**src/rtl/dec_pkg.sv**
```systemverilog
// ---------------------------------------------------------------------------
// dec_pkg
// Shared definitions for the pipelined 3-to-8 decoder slice.
//   CODE_W       width of the binary code (3)
//   ONEHOT_W     width of the decoded one-hot word (8)
//   ONEHOT_IDLE  value presented on out_onehot when nothing is buffered
//   occ_t        occupancy of the 2-entry output buffer (EMPTY/ONE/FULL)
//   entry_t      one buffered entry: decoded word plus the code that made it
// ---------------------------------------------------------------------------
package dec_pkg;

  localparam int CODE_W   = 3;
  localparam int ONEHOT_W = 8;

  localparam logic [ONEHOT_W-1:0] ONEHOT_IDLE = 8'h00;

  typedef enum logic [1:0] {
    EMPTY = 2'd0,
    ONE   = 2'd1,
    FULL  = 2'd2
  } occ_t;

  typedef struct packed {
    logic [ONEHOT_W-1:0] onehot;
    logic [CODE_W-1:0]   code;
  } entry_t;

  // An unused buffer slot holds this value so the outputs read as idle, not X.
  localparam entry_t ENTRY_IDLE = '{onehot: ONEHOT_IDLE, code: {CODE_W{1'b0}}};

endpackage

```
**src/rtl/decoder_3to8_pipe_if.sv**
```systemverilog
// ---------------------------------------------------------------------------
// decoder_3to8_pipe_if
// Handshake bundle for decoder_3to8_pipe.
//   in_valid / in_ready / in_code / in_en       upstream code transfer
//   out_valid / out_ready / out_onehot / out_code downstream one-hot transfer
//   out_cnt                                      completed output transfers
// Modports:
//   master  the environment side (drives codes, accepts one-hot words)
//   slave   the decoder side
// ---------------------------------------------------------------------------
interface decoder_3to8_pipe_if
  import dec_pkg::*;
#(
  parameter int CNT_W = 16
) ();

  logic                in_valid;
  logic                in_ready;
  logic [CODE_W-1:0]   in_code;
  logic                in_en;

  logic                out_valid;
  logic                out_ready;
  logic [ONEHOT_W-1:0] out_onehot;
  logic [CODE_W-1:0]   out_code;
  logic [CNT_W-1:0]    out_cnt;

  modport master (
    output in_valid, in_code, in_en, out_ready,
    input  in_ready, out_valid, out_onehot, out_code, out_cnt
  );

  modport slave (
    input  in_valid, in_code, in_en, out_ready,
    output in_ready, out_valid, out_onehot, out_code, out_cnt
  );

endinterface

```
**src/rtl/decoder_3to8_pipe_comb.sv**
```systemverilog
// ---------------------------------------------------------------------------
// decoder_3to8_comb
// Purely combinational 3-to-8 binary-to-one-hot decoder.
//   code    in   3   binary code 0..7
//   en      in   1   enable; 0 forces the all-zero word
//   onehot  out  8   bit[code] set when en=1, else ONEHOT_IDLE
// ---------------------------------------------------------------------------
module decoder_3to8_comb
  import dec_pkg::*;
(
  input  logic [CODE_W-1:0]   code,
  input  logic                en,
  output logic [ONEHOT_W-1:0] onehot
);

  assign onehot = en ? (ONEHOT_W'(1) << code) : ONEHOT_IDLE;

endmodule

```
**src/rtl/decoder_3to8_pipe.sv**
```systemverilog
// ---------------------------------------------------------------------------
// decoder_3to8_pipe
// Registered 3-to-8 decoder with valid/ready on both sides and a 2-entry
// output buffer. Codes are decoded on the way in, so the buffer stores the
// finished {onehot, code} pair and every output is driven straight from a
// register.
//   clk   in   1    single clock, rising edge
//   rst   in   1    asynchronous, active-high reset
//   bus   slave modport of decoder_3to8_pipe_if:
//           in_valid/in_ready/in_code/in_en      upstream handshake
//           out_valid/out_ready/out_onehot/out_code downstream handshake
//           out_cnt  completed output transfers modulo 2^CNT_W
// ---------------------------------------------------------------------------
module decoder_3to8_pipe
  import dec_pkg::*;
#(
  parameter int CNT_W = 16
) (
  input  logic                clk,
  input  logic                rst,
  decoder_3to8_pipe_if.slave  bus
);

  occ_t             state_q;
  occ_t             state_d;
  entry_t           head_q;
  entry_t           head_d;
  entry_t           tail_q;
  entry_t           tail_d;
  logic             ready_q;
  logic [CNT_W-1:0] cnt_q;

  logic [ONEHOT_W-1:0] dec_onehot;
  entry_t              in_entry;
  logic                push;
  logic                pop;

  decoder_3to8_comb u_dec (
    .code   (bus.in_code),
    .en     (bus.in_en),
    .onehot (dec_onehot)
  );

  assign in_entry = '{onehot: dec_onehot, code: bus.in_code};

  // ready_q already encodes "not full", so push never needs the state here.
  assign push = bus.in_valid & ready_q;
  assign pop  = (state_q != EMPTY) & bus.out_ready;

  // Next-state and buffer-content selection. The head slot always feeds the
  // outputs; the tail slot is only used while two entries are held. A slot
  // that goes out of use is returned to ENTRY_IDLE so an empty buffer shows
  // 8'h00 / 3'b000 without any output gating.
  always_comb begin
    state_d = state_q;
    head_d  = head_q;
    tail_d  = tail_q;
    case (state_q)
      EMPTY: begin
        if (push) begin
          state_d = ONE;
          head_d  = in_entry;
        end
      end
      ONE: begin
        case ({push, pop})
          2'b11: begin
            head_d = in_entry;
          end
          2'b10: begin
            state_d = FULL;
            tail_d  = in_entry;
          end
          2'b01: begin
            state_d = EMPTY;
            head_d  = ENTRY_IDLE;
          end
          default: begin
          end
        endcase
      end
      FULL: begin
        if (pop) begin
          state_d = ONE;
          head_d  = tail_q;
          tail_d  = ENTRY_IDLE;
        end
      end
      default: begin
        state_d = EMPTY;
        head_d  = ENTRY_IDLE;
        tail_d  = ENTRY_IDLE;
      end
    endcase
  end

  // State register. ready_q is precomputed from the next occupancy so that
  // in_ready is a plain flop: nothing on the input or output handshake can
  // reach it combinationally. It resets to 0 and rises on the first edge
  // after reset release.
  always_ff @(posedge clk or posedge rst) begin
    if (rst) begin
      state_q <= EMPTY;
      head_q  <= ENTRY_IDLE;
      tail_q  <= ENTRY_IDLE;
      ready_q <= 1'b0;
    end else begin
      state_q <= state_d;
      head_q  <= head_d;
      tail_q  <= tail_d;
      ready_q <= (state_d != FULL);
    end
  end

  // Completed-transfer counter, wrapping naturally at 2^CNT_W.
  always_ff @(posedge clk or posedge rst) begin
    if (rst) begin
      cnt_q <= '0;
    end else if (pop) begin
      cnt_q <= cnt_q + CNT_W'(1);
    end
  end

  assign bus.in_ready   = ready_q;
  assign bus.out_valid  = (state_q != EMPTY);
  assign bus.out_onehot = head_q.onehot;
  assign bus.out_code   = head_q.code;
  assign bus.out_cnt    = cnt_q;

endmodule

```
**src/flat_wrapper.sv**
```systemverilog
// flat-port wrapper written by rule: the top's interface ports become plain ports
module decoder_3to8_pipe_flat import dec_pkg::*;
#(
  parameter int CNT_W = 16
)
  (clk, rst, bus_in_valid, bus_in_code, bus_in_en, bus_out_ready, bus_in_ready, bus_out_valid, bus_out_onehot, bus_out_code, bus_out_cnt);
  decoder_3to8_pipe_if #(.CNT_W(CNT_W)) bus_i ();
  input  logic clk;
  input  logic rst;
  input wire logic [$bits(bus_i.in_valid)-1:0] bus_in_valid;
  input wire logic [$bits(bus_i.in_code)-1:0] bus_in_code;
  input wire logic [$bits(bus_i.in_en)-1:0] bus_in_en;
  input wire logic [$bits(bus_i.out_ready)-1:0] bus_out_ready;
  output wire logic [$bits(bus_i.in_ready)-1:0] bus_in_ready;
  output wire logic [$bits(bus_i.out_valid)-1:0] bus_out_valid;
  output wire logic [$bits(bus_i.out_onehot)-1:0] bus_out_onehot;
  output wire logic [$bits(bus_i.out_code)-1:0] bus_out_code;
  output wire logic [$bits(bus_i.out_cnt)-1:0] bus_out_cnt;
  assign bus_i.in_valid = bus_in_valid;
  assign bus_i.in_code = bus_in_code;
  assign bus_i.in_en = bus_in_en;
  assign bus_i.out_ready = bus_out_ready;
  assign bus_in_ready = bus_i.in_ready;
  assign bus_out_valid = bus_i.out_valid;
  assign bus_out_onehot = bus_i.out_onehot;
  assign bus_out_code = bus_i.out_code;
  assign bus_out_cnt = bus_i.out_cnt;
  decoder_3to8_pipe #(.CNT_W(CNT_W)) u_core (.clk(clk), .rst(rst), .bus(bus_i));
endmodule
```
**config.mk**
```make
export PLATFORM = sky130hd
export DESIGN_NAME = decoder_3to8_pipe_flat
export DESIGN_NICKNAME = d
export VERILOG_FILES = /design/src/rtl/dec_pkg.sv /design/src/rtl/decoder_3to8_pipe_if.sv /design/src/rtl/decoder_3to8_pipe_comb.sv /design/src/rtl/decoder_3to8_pipe.sv /design/src/flat_wrapper.sv
export SDC_FILE = /design/constraint.sdc
export NUM_CORES = 1
export LEC_CHECK = 0
export ABC_AREA = 1
export CORE_MARGIN = 4
export CORE_UTILIZATION = 25
export DETAILED_ROUTE_END_ITERATION = 8
export PLACE_DENSITY = 0.52
export SYNTH_ARGS = -nofsm -noshare
export SYNTH_HDL_FRONTEND = slang
export SYNTH_HIERARCHICAL = 1
export SYNTH_SLANG_ARGS = --single-unit
```
**constraint.sdc**
```tcl
create_clock -name clk -period 2.05 [get_ports clk]
set_input_delay 0.5125 -clock clk [delete_from_list [all_inputs] [get_ports clk]]
set_output_delay 0.5125 -clock clk [all_outputs]
set_load 0.02 [all_outputs]
```
==> flow_metrics.env, run 1 <==
export IMPL_syn_nets=289
export IMPL_std_cell_rows=34
export IMPL_drc=0
export IMPL_worst_pin_slew_ns=0.417
export IMPL_synth_adder_area_share_pct=1.63
export IMPL_nFillCells=942
export IMPL_worstSetupEndpointType="output port"
export IMPL_cap_violations=0
export IMPL_area_growth_pct=29.2
export IMPL_synthCells=278
export IMPL_timing_fmax_mhz=532
export IMPL_routabilityCongestion=0.760
export IMPL_outcome="finished, final reports clean"
export IMPL_critPathRequiredTime_ns=1.54
export IMPL_finalMaxSlewViolations=0
export IMPL_cp_slowest_cell="clkdlybuf4s50_1"
export IMPL_ir_drop_mv=0.461
export IMPL_ctsLongestPathBuffers=2
export IMPL_ff_latch_area_um2=1030
export IMPL_hpwl_um=3900
export IMPL_power_density_nw_per_um2=1180
export IMPL_drive_gt1_share_pct=17.6
export IMPL_cp_num_cells=1
export IMPL_startpoint_type="flip-flop"
export IMPL_cellLeakagePower_nw=1.39
export IMPL_vias=1874
export IMPL_path_buf_inv=1
export IMPL_drt_iter0_drc=124
export IMPL_die_h_um=104
export IMPL_layout_nets=334
export IMPL_synth_distinct_cells=28
export IMPL_clock_latency_ns=0.29
export IMPL_synth_simple_gate_area_share_pct=30.0
export IMPL_pwr_share_seq_pct=33.1
export IMPL_post_route_period_util_pct=91.7
export IMPL_path_cells="clkdlybuf4s50_1"
export IMPL_synth_area_um2=2300
export IMPL_die_w_um=104
export IMPL_htree_levels=2
export IMPL_cts_tree="done"
export IMPL_max_stage_delay_ns=0.64
export IMPL_worstRegToRegCells=7
export IMPL_root_buffer="clkbuf_8"
export IMPL_synth_seq_cells=41
export IMPL_clock_skew_ns=0.0103
export IMPL_setup_viol=0
export IMPL_vias_per_cell=4.34
export IMPL_syn_area_per_cell_um2=8.29
export IMPL_crit_fanout=5
export IMPL_grt_max_degree=42
export IMPL_timing_hold_ws_ns=0.488
export IMPL_intPower_mw=2.12
export IMPL_clockPowerShare_pct=22.1
export IMPL_multiInputGateArea_um2=1090
export IMPL_gr_total_overflow=0
export IMPL_hold_violations=0
export IMPL_cp_top_family="buffers and inverters"
export IMPL_finalInstanceArea_um2=2980
export IMPL_grt_usage_pct=10.2
export IMPL_postRouteAntennaNets=0
export IMPL_grt_pass1_wl_um=9110
export IMPL_worstPathArrival_ns=1.37
export IMPL_wl_per_cell_um=12.2
export IMPL_setup_tns_ns=0
export IMPL_numClockSinks=41
export IMPL_power_mw=3.50
export IMPL_stdcell_count=432
export IMPL_coreArea_um2=8850
export IMPL_fin_crit_ns=1.88
export IMPL_ys_warn_count=6
export IMPL_totalWireLength_um=5260
export IMPL_initial_utilization_pct=26.0
export IMPL_port_buffers=36
export IMPL_cts_hold_buffers=0
export IMPL_hp_class="flip-flop to flip-flop"
export IMPL_synth_top_family_by_area="simple AND/OR/NAND/NOR gates"
export IMPL_synth_compound_area_share_pct=11.8
export IMPL_worstHoldPathCells=2
export IMPL_synthXorXnorAreaFrac_pct=3.80
export IMPL_power_frac_comb_pct=44.8
export IMPL_p_sw_share_pct=39.6
export IMPL_antenna_found_initial=0
export IMPL_io_pins=37
export IMPL_dieArea_um2=10800
export IMPL_switching_power_mw=1.39
export IMPL_placed_cell_area_um2=2840
export IMPL_ys_seq_area_share_pct=44.5
export IMPL_timing_worst_setup_path_type="flip-flop to output port"
export IMPL_synth_mux_area_share_pct=0
export IMPL_dp_cells=424
export IMPL_diodes=0
export IMPL_slew_headroom_pct=72.1
export IMPL_cts_clk_slew_worst_paths_ns=0.09
export IMPL_first_global_vias=1915
export IMPL_firstDrtPassIters=4
export IMPL_grt_setup_unrepaired="no"
export IMPL_cts_buffers=5
power by group through the flow:
stage	Clock, mW	Sequential [mW]	Combinational [mW]
floorplan	0	1.31	0.920
global placement	0	1.17	1.59
detailed placement	0	1.18	1.60
CTS	0.805	1.17	1.60
global route	0.832	1.19	1.72
finish	0.773	1.16	1.57
cell usage after synthesis:
cell type  count  share of area (%)
buf_4          1               0.33
nand3b_1       1               0.33
nor3_1         3               0.65
o21ai_2       23                8.7
xnor2_1        6                2.3
o21ai_0        2               0.43
nand3_1       12                2.6
buf_2          1               0.22
nand3_4        1               0.76
ha_1           3                1.6
o21ai_1        4               0.87
buf_6          4                2.0
nor2_4         5                2.4
nor2_8         1               0.87
nand2_4        3                1.5
nand4_1        4                1.1
inv_2          1               0.16
nor2_2         2               0.54
nand2_1       97                 16
nor2_1        21                3.4
dfrtp_1       41                 45
clkbuf_1       1               0.16
o211ai_1       1               0.33
o21a_1         1               0.33
inv_4          1               0.27
o211ai_2       2                1.1
inv_1         32                5.2
xor2_1         4                1.5
worst min-delay path: stages (launching register included):
cell and delay, ns:
dfrtp_1 0.35, nand2_1 0.06, o21ai_2 0.05
cells by family after synthesis:
group	Yosys count
simple gates	150
buf+inv	41
flops	41
compound gates	33
xor+xnor	10
fa+ha+maj	3
cell usage in the layout (no fill, tap or decap), types with 3 or more instances in the layout:
cell | Yosys | layout
nand4_1 | 4 | 4
o21ai_2 | 23 | 23
dfrtp_1 | 41 | 40
ha_1 | 3 | 3
o21ai_1 | 4 | 4
buf_4 | 1 | 6
nor3_1 | 3 | 3
nand2_1 | 97 | 97
nand2_4 | 3 | 3
nand3_1 | 12 | 12
nor2_4 | 5 | 5
clkbuf_8 | 0 | 5
clkdlybuf4s50_1 | 0 | 35
buf_12 | 0 | 3
nor2_1 | 21 | 21
xor2_1 | 4 | 4
xnor2_1 | 6 | 6
inv_1 | 32 | 32
area by class of cell:
class	instances	area share (%)
well taps	108	4.54
repair buffers	45	15.6
flip-flops and latches	41	34.5
multi-input cells	196	36.5
clock buffers	5	2.31
inverters	34	4.37
clock inverters	3	2.18
timing repair:
action                     in CTS  in global routing
hold endpoints to repair        0                  0
setup buffers                   0                  0
setup endpoints to repair       1                  0
resized for setup               2                  0
per-stage QoR:
step	setup WS, ns	util, %
after floorplan	0.416	-
after global placement	0.0167	32.1
after detailed placement	0.00527	32.1
after CTS	0.144	33.7
after global routing	0.107	33.7
final	0.170	33.7
state kept, by name, indices dropped and copies added, names as in the netlist:
| register | flops |
|---|---|
| u_core/tail_q | 11 |
| u_core/bus.out_cnt | 16 |
| u_core/bus.out_code | 3 |
| u_core/state_q | 2 |
| u_core/bus.in_ready | 1 |
| u_core/bus.out_onehot | 8 |
layer usage:
layer	up-vias	track usage [%]	routed length [um]
met5	-	0	0
met4	0	2.75	46
met3	5	2.79	206
met2	34	16.9	2510
met1	874	13.2	2490
li1	961	-	-
worst paths after layout:
check / start / end / slack [ns]
min in group asynchronous: rst / u_core/tail_q[6] / 0.58
max in group asynchronous: rst / u_core/state_q[0] / 1.24
worst min-delay path: u_core/tail_q[9] / u_core/tail_q[9] / 0.49
worst min register to register: u_core/tail_q[9] / u_core/tail_q[9] / 0.49
worst max register to register: u_core/state_q[1] / u_core/bus.out_onehot[0] / 0.34
worst max-delay path: u_core/bus.out_cnt[12] / bus_out_cnt[12] / 0.17
No activity file was read; power rests on OpenSTA's default activity.
==> run 2, diff against run 1 <==
--- a/config.mk
+++ b/config.mk
@@ -10,6 +10,7 @@
 export CORE_UTILIZATION = 25
 export DETAILED_ROUTE_END_ITERATION = 8
 export PLACE_DENSITY = 0.52
+export SKIP_CTS_REPAIR_TIMING = 1
 export SYNTH_ARGS = -nofsm -noshare
 export SYNTH_HDL_FRONTEND = slang
 export SYNTH_HIERARCHICAL = 1
==> run 2 against run 1 <==
Highest routed layer unchanged. Critical path depth unchanged. Setup slack stayed put. Worst hold slack stayed put. Clock power hardly changed. Cell area increased by 0.13%. First-iteration DRC count stayed put. Global-route usage about the same.
==> flow_metrics.env, run 2 (synthesis results as in run 1) <==
export IMPL_outcome="finished, final reports clean"
export IMPL_ir_drop_mv=0.461
export IMPL_path_cells="clkdlybuf4s50_1"
export IMPL_vias=1874
export IMPL_firstDrtPassIters=4
export IMPL_dp_cells=424
export IMPL_antenna_found_initial=0
export IMPL_routabilityCongestion=0.760
export IMPL_startpoint_type="flip-flop"
export IMPL_ff_latch_area_um2=1030
export IMPL_placed_cell_area_um2=2840
export IMPL_first_global_vias=1916
export IMPL_area_growth_pct=29.4
export IMPL_cts_buffers=5
export IMPL_layout_common_cells="nand2_1 (97), dfrtp_1 (40), clkdlybuf4s50_1 (35)"
export IMPL_postRouteAntennaNets=0
export IMPL_cp_top_family="buffers and inverters"
export IMPL_clock_latency_ns=0.29
export IMPL_cts_clk_slew_worst_paths_ns=0.09
export IMPL_timing_fmax_mhz=532
export IMPL_port_buffers=36
export IMPL_initial_utilization_pct=26.0
export IMPL_std_cell_rows=34
export IMPL_path_buf_inv=1
export IMPL_cp_slowest_cell="clkdlybuf4s50_1"
export IMPL_drive_gt1_share_pct=17.6
export IMPL_largest_reg_flops=16
export IMPL_critPathRequiredTime_ns=1.54
export IMPL_die_h_um=104
export IMPL_finalMaxSlewViolations=0
export IMPL_power_density_nw_per_um2=1180
export IMPL_hold_violations=0
export IMPL_worst_slack_ns=0.170
export IMPL_worst_pin_slew_ns=0.417
export IMPL_slew_headroom_pct=72.1
export IMPL_hp_class="flip-flop to flip-flop"
export IMPL_dieArea_um2=10800
export IMPL_post_route_period_util_pct=91.7
export IMPL_io_pins=37
export IMPL_worstPathArrival_ns=1.37
export IMPL_wl_per_cell_um=12.2
export IMPL_grt_usage_pct=10.3
export IMPL_drc=0
export IMPL_setup_viol=0
export IMPL_root_buffer="clkbuf_8"
export IMPL_finalInstanceArea_um2=2980
export IMPL_ctsLongestPathBuffers=2
export IMPL_numClockSinks=41
export IMPL_stdcell_count=432
export IMPL_diodes=0
export IMPL_layout_nets=334
export IMPL_clock_skew_ns=0.0103
export IMPL_die_w_um=104
export IMPL_gr_total_overflow=0
export IMPL_cap_violations=0
export IMPL_cts_tree="done"
export IMPL_crit_fanout=5
export IMPL_grt_setup_unrepaired="no"
export IMPL_vias_per_cell=4.34
export IMPL_worstSetupEndpointType="output port"
export IMPL_fin_crit_ns=1.88
export IMPL_hpwl_um=3900
export IMPL_multiInputGateArea_um2=1090
export IMPL_cellLeakagePower_nw=1.39
export IMPL_grt_max_degree=42
export IMPL_nFillCells=940
export IMPL_grt_pass1_wl_um=9120
export IMPL_htree_levels=2
export IMPL_final_common_cell="nand2_1"
export IMPL_drt_iter0_drc=124
export IMPL_totalWireLength_um=5260
export IMPL_timing_worst_setup_path_type="flip-flop to output port"
export IMPL_max_stage_delay_ns=0.64
export IMPL_coreArea_um2=8850
export IMPL_pre_cts_slack_ns=0.00527
[run 2: cell types whose count changed in the layout (fill, tap and decap cells not counted)]
cell,delta
dlymetal6s2s_1,+1
dlygate4sd2_1,-1
[run 2: layer usage]
layer  vias up  share of wire (%)  global-route usage (%)
met2        34                 48                    16.9
met4         0               0.88                    2.75
met5         -                  0                       0
li1        961                  -                       -
met1       874                 47                    13.2
met3         5                3.9                    2.79
[run 2: layout make-up]
cell class	instances	area share [%]
Timing Repair Buffer	45	15.7
Sequential cell	41	34.5
Tap cell	108	4.53
Inverter	34	4.36
Clock inverter	3	2.18
Multi-Input combinational cell	196	36.5
Clock buffer	5	2.31
[run 2: worst reg2reg max path, stage by stage (launching register included)]
cell and delay, ns:
dfrtp_1 0.42, buf_4 0.17, nor2_4 0.29, nand2_1 0.14, o211ai_2 0.19, buf_12 0.22
o21ai_0 0.11, o21ai_1 0.09
[run 2: worst paths after layout]
path / from / to / slack [ns] / cells after the start
hold / removal: u_core/tail_q[9] / u_core/tail_q[9] / 0.49 / 2
hold reg to reg: u_core/tail_q[9] / u_core/tail_q[9] / 0.49 / 2
min in group asynchronous: rst / u_core/tail_q[6] / 0.58 / 3
setup / recovery: u_core/bus.out_cnt[12] / bus_out_cnt[12] / 0.17 / 1
max in group asynchronous: rst / u_core/state_q[0] / 1.24 / 3
setup reg to reg: u_core/state_q[1] / u_core/bus.out_onehot[0] / 0.34 / 7
[run 2: power by group]
part	leakage (nW)	internal [mW]	switching (mW)
logic	0.783	0.636	0.939
registers	0.542	1.00	0.157
clock network	0.0681	0.484	0.289
total	1.39	2.12	1.39
[run 2: stage by stage]
| step | total power [mW] | utilization (%) | hold slack [ns] | setup TNS, ns |
|---|---|---|---|---|
| 2_1_floorplan | 2.23 | - | 0.455 | 0 |
| 6_report | 3.51 | 33.7 | 0.488 | 0 |
| 3_5_place_dp | 2.78 | 32.1 | 0.468 | 0 |
| 5_1_grt | 3.74 | 33.7 | 0.509 | 0 |
| 4_1_cts | 3.58 | 33.7 | 0.488 | -0.117 |
| 3_3_place_gp | 2.76 | 32.1 | 0.466 | 0 |
==> run 3, diff against run 2 <==
--- a/config.mk
+++ b/config.mk
@@ -6,10 +6,14 @@
 export NUM_CORES = 1
 export LEC_CHECK = 0
 export ABC_AREA = 1
+export CELL_PAD_IN_SITES_DETAIL_PLACEMENT = 1
+export CELL_PAD_IN_SITES_GLOBAL_PLACEMENT = 1
 export CORE_MARGIN = 4
 export CORE_UTILIZATION = 25
 export DETAILED_ROUTE_END_ITERATION = 8
-export PLACE_DENSITY = 0.52
+export HOLD_SLACK_MARGIN = 0.02
+export MAX_ROUTING_LAYER = met4
+export PLACE_DENSITY = 0.63
 export SKIP_CTS_REPAIR_TIMING = 1
 export SYNTH_ARGS = -nofsm -noshare
 export SYNTH_HDL_FRONTEND = slang
==> run 3 against run 2 <==
First-iteration DRC count down 58%. Sequential share of layout area up 0.51 points. Clock power down 32%. Critical path depth unchanged. Register-to-register slack worse by 0.03 ns. Combinational power about the same. Critical path type unchanged. Largest cell class unchanged. Largest power group unchanged. Highest routed layer unchanged.
==> flow_metrics.env, run 3 (synthesis results as in run 1) <==
export IMPL_cap_violations=0
export IMPL_grt_max_degree=42
export IMPL_grt_pass1_wl_um=10200
export IMPL_ir_drop_mv=0.386
export IMPL_regToRegSetupSlack_ns=0.31
export IMPL_p_sw_share_pct=42.7
export IMPL_switching_power_mw=1.40
export IMPL_outcome="finished, final reports clean"
export IMPL_finalMaxSlewViolations=0
export IMPL_timing_fmax_mhz=535
export IMPL_numClockSinks=41
export IMPL_clock_skew_ns=0.00449
export IMPL_setup_viol=0
export IMPL_critPathRequiredTime_ns=1.54
export IMPL_grt_setup_unrepaired="no"
export IMPL_power_density_nw_per_um2=1120
export IMPL_initial_utilization_pct=26.0
export IMPL_worstHoldPathCells=2
export IMPL_root_buffer="clkbuf_8"
export IMPL_coreArea_um2=8850
export IMPL_pwr_share_seq_pct=35.2
export IMPL_layout_nets=335
export IMPL_die_w_um=104
export IMPL_slew_headroom_pct=74.9
export IMPL_grt_usage_pct=11.8
export IMPL_worstSetupEndpointType="output port"
export IMPL_totalWireLength_um=5780
export IMPL_post_route_period_util_pct=91.2
export IMPL_htree_levels=2
export IMPL_worstRegToRegCells=9
export IMPL_crit_fanout=4
export IMPL_final_common_cell="nand2_1"
export IMPL_min_from="u_core/tail_q[5]"
export IMPL_worstPathArrival_ns=1.36
export IMPL_hp_class="flip-flop to flip-flop"
export IMPL_fin_util_pct=33.2
export IMPL_max_stage_delay_ns=0.64
export IMPL_clockPowerShare_pct=15.9
export IMPL_power_frac_comb_pct=48.9
export IMPL_largest_reg_flops=16
export IMPL_first_global_vias=2043
export IMPL_cp_top_family="buffers and inverters"
export IMPL_intPower_mw=1.88
export IMPL_routabilityCongestion=0.743
export IMPL_diodes=0
export IMPL_min_to="u_core/tail_q[5]"
export IMPL_die_h_um=104
export IMPL_antenna_found_initial=0
export IMPL_worst_pin_slew_ns=0.376
export IMPL_postRouteAntennaNets=0
export IMPL_area_growth_pct=27.5
export IMPL_startpoint_type="flip-flop"
export IMPL_cellLeakagePower_nw=1.38
export IMPL_path_cells="clkdlybuf4s50_1"
export IMPL_timing_worst_setup_path_type="flip-flop to output port"
export IMPL_io_pins=37
export IMPL_clock_latency_ns=0.29
export IMPL_r2r_start="u_core/state_q[1]"
export IMPL_gr_total_overflow=0
export IMPL_hpwl_um=4320
export IMPL_r2r_end="u_core/bus.out_onehot[1]"
export IMPL_dieArea_um2=10800
export IMPL_layout_common_cells="nand2_1 (97), dfrtp_1 (40), clkdlybuf4s50_1 (35)"
export IMPL_cts_tree="done"
export IMPL_cts_clk_slew_worst_paths_ns=0.08
export IMPL_hold_violations=0
export IMPL_wl_per_cell_um=13.4
export IMPL_vias_per_cell=4.36
export IMPL_std_cell_rows=34
export IMPL_drive_gt1_share_pct=17.5
export IMPL_path_buf_inv=1
export IMPL_vias=1890
export IMPL_port_buffers=36
export IMPL_cp_slowest_cell="clkdlybuf4s50_1"
export IMPL_cts_buffers=5
export IMPL_drc=0
export IMPL_drt_iter0_drc=52
export IMPL_cp_num_cells=1
export IMPL_ctsLongestPathBuffers=2
export IMPL_firstDrtPassIters=4
export IMPL_fin_crit_ns=1.87
export IMPL_timing_hold_ws_ns=0.487
-- run 3: cell count changes in the layout (fill, tap and decap cells not counted) --
cell / previous run / this run
buf_4: 6 / 7
bufinv_16: 2 / 0
clkinv_2: 1 / 2
clkbuf_1: 0 / 1
-- run 3: stage by stage --
stage / worst slack [ns] / total power, mW / area [um2] / TNS, ns / cells
finish: 0.179 / 3.29 / 2940 / 0 / 433
global route: 0.118 / 3.55 / 2940 / 0 / 433
CTS: -0.0998 / 3.35 / 2930 / -0.0998 / 433
detailed placement: 0.0111 / 2.81 / 2850 / 0 / 425
global placement: 0.0253 / 2.80 / 2850 / 0 / 425
floorplan: 0.416 / 2.23 / 2300 / 0 / 278
-- run 3: metal layers --
| metal | vias to the layer above | global-route usage, % | part of all wire [%] |
|---|---|---|---|
| met5 | - | - | 0 |
| met3 | 6 | 1.86 | 2.1 |
| met2 | 25 | 19.7 | 49 |
| met1 | 900 | 14.7 | 48 |
| li1 | 959 | - | - |
| met4 | 0 | 3.51 | 1.3 |
-- run 3: how the worst max path moves through the flow --
stage	startpoint	slack [ns]	end
after floorplan	bus_out_ready	0.42	u_core/bus.out_code[0]
after global placement	bus_out_ready	0.03	u_core/bus.out_onehot[5]
after detailed placement	bus_out_ready	0.01	u_core/bus.out_code[1]
after CTS	u_core/state_q[0]	-0.1	bus_out_valid
after global routing	u_core/bus.out_cnt[6]	0.12	bus_out_cnt[6]
final	u_core/bus.out_cnt[6]	0.18	bus_out_cnt[6]
-- run 3: power groups by stage --
stage	clock, mW	combinational (mW)	sequential (mW)
2_1_floorplan	0	0.920	1.31
3_3_place_gp	0	1.63	1.17
3_5_place_dp	0	1.63	1.18
4_1_cts	0.548	1.64	1.16
5_1_grt	0.581	1.78	1.19
6_report	0.522	1.61	1.16
-- run 3: cell type report --
class	instances	area, um2
flip-flops and latches	41	1030
fillers	1083	5910
clock inverters	2	10.0
clock buffers	6	72.6
repair buffers	46	475
well taps	108	135
inverters	34	130
multi-input cells	196	1090
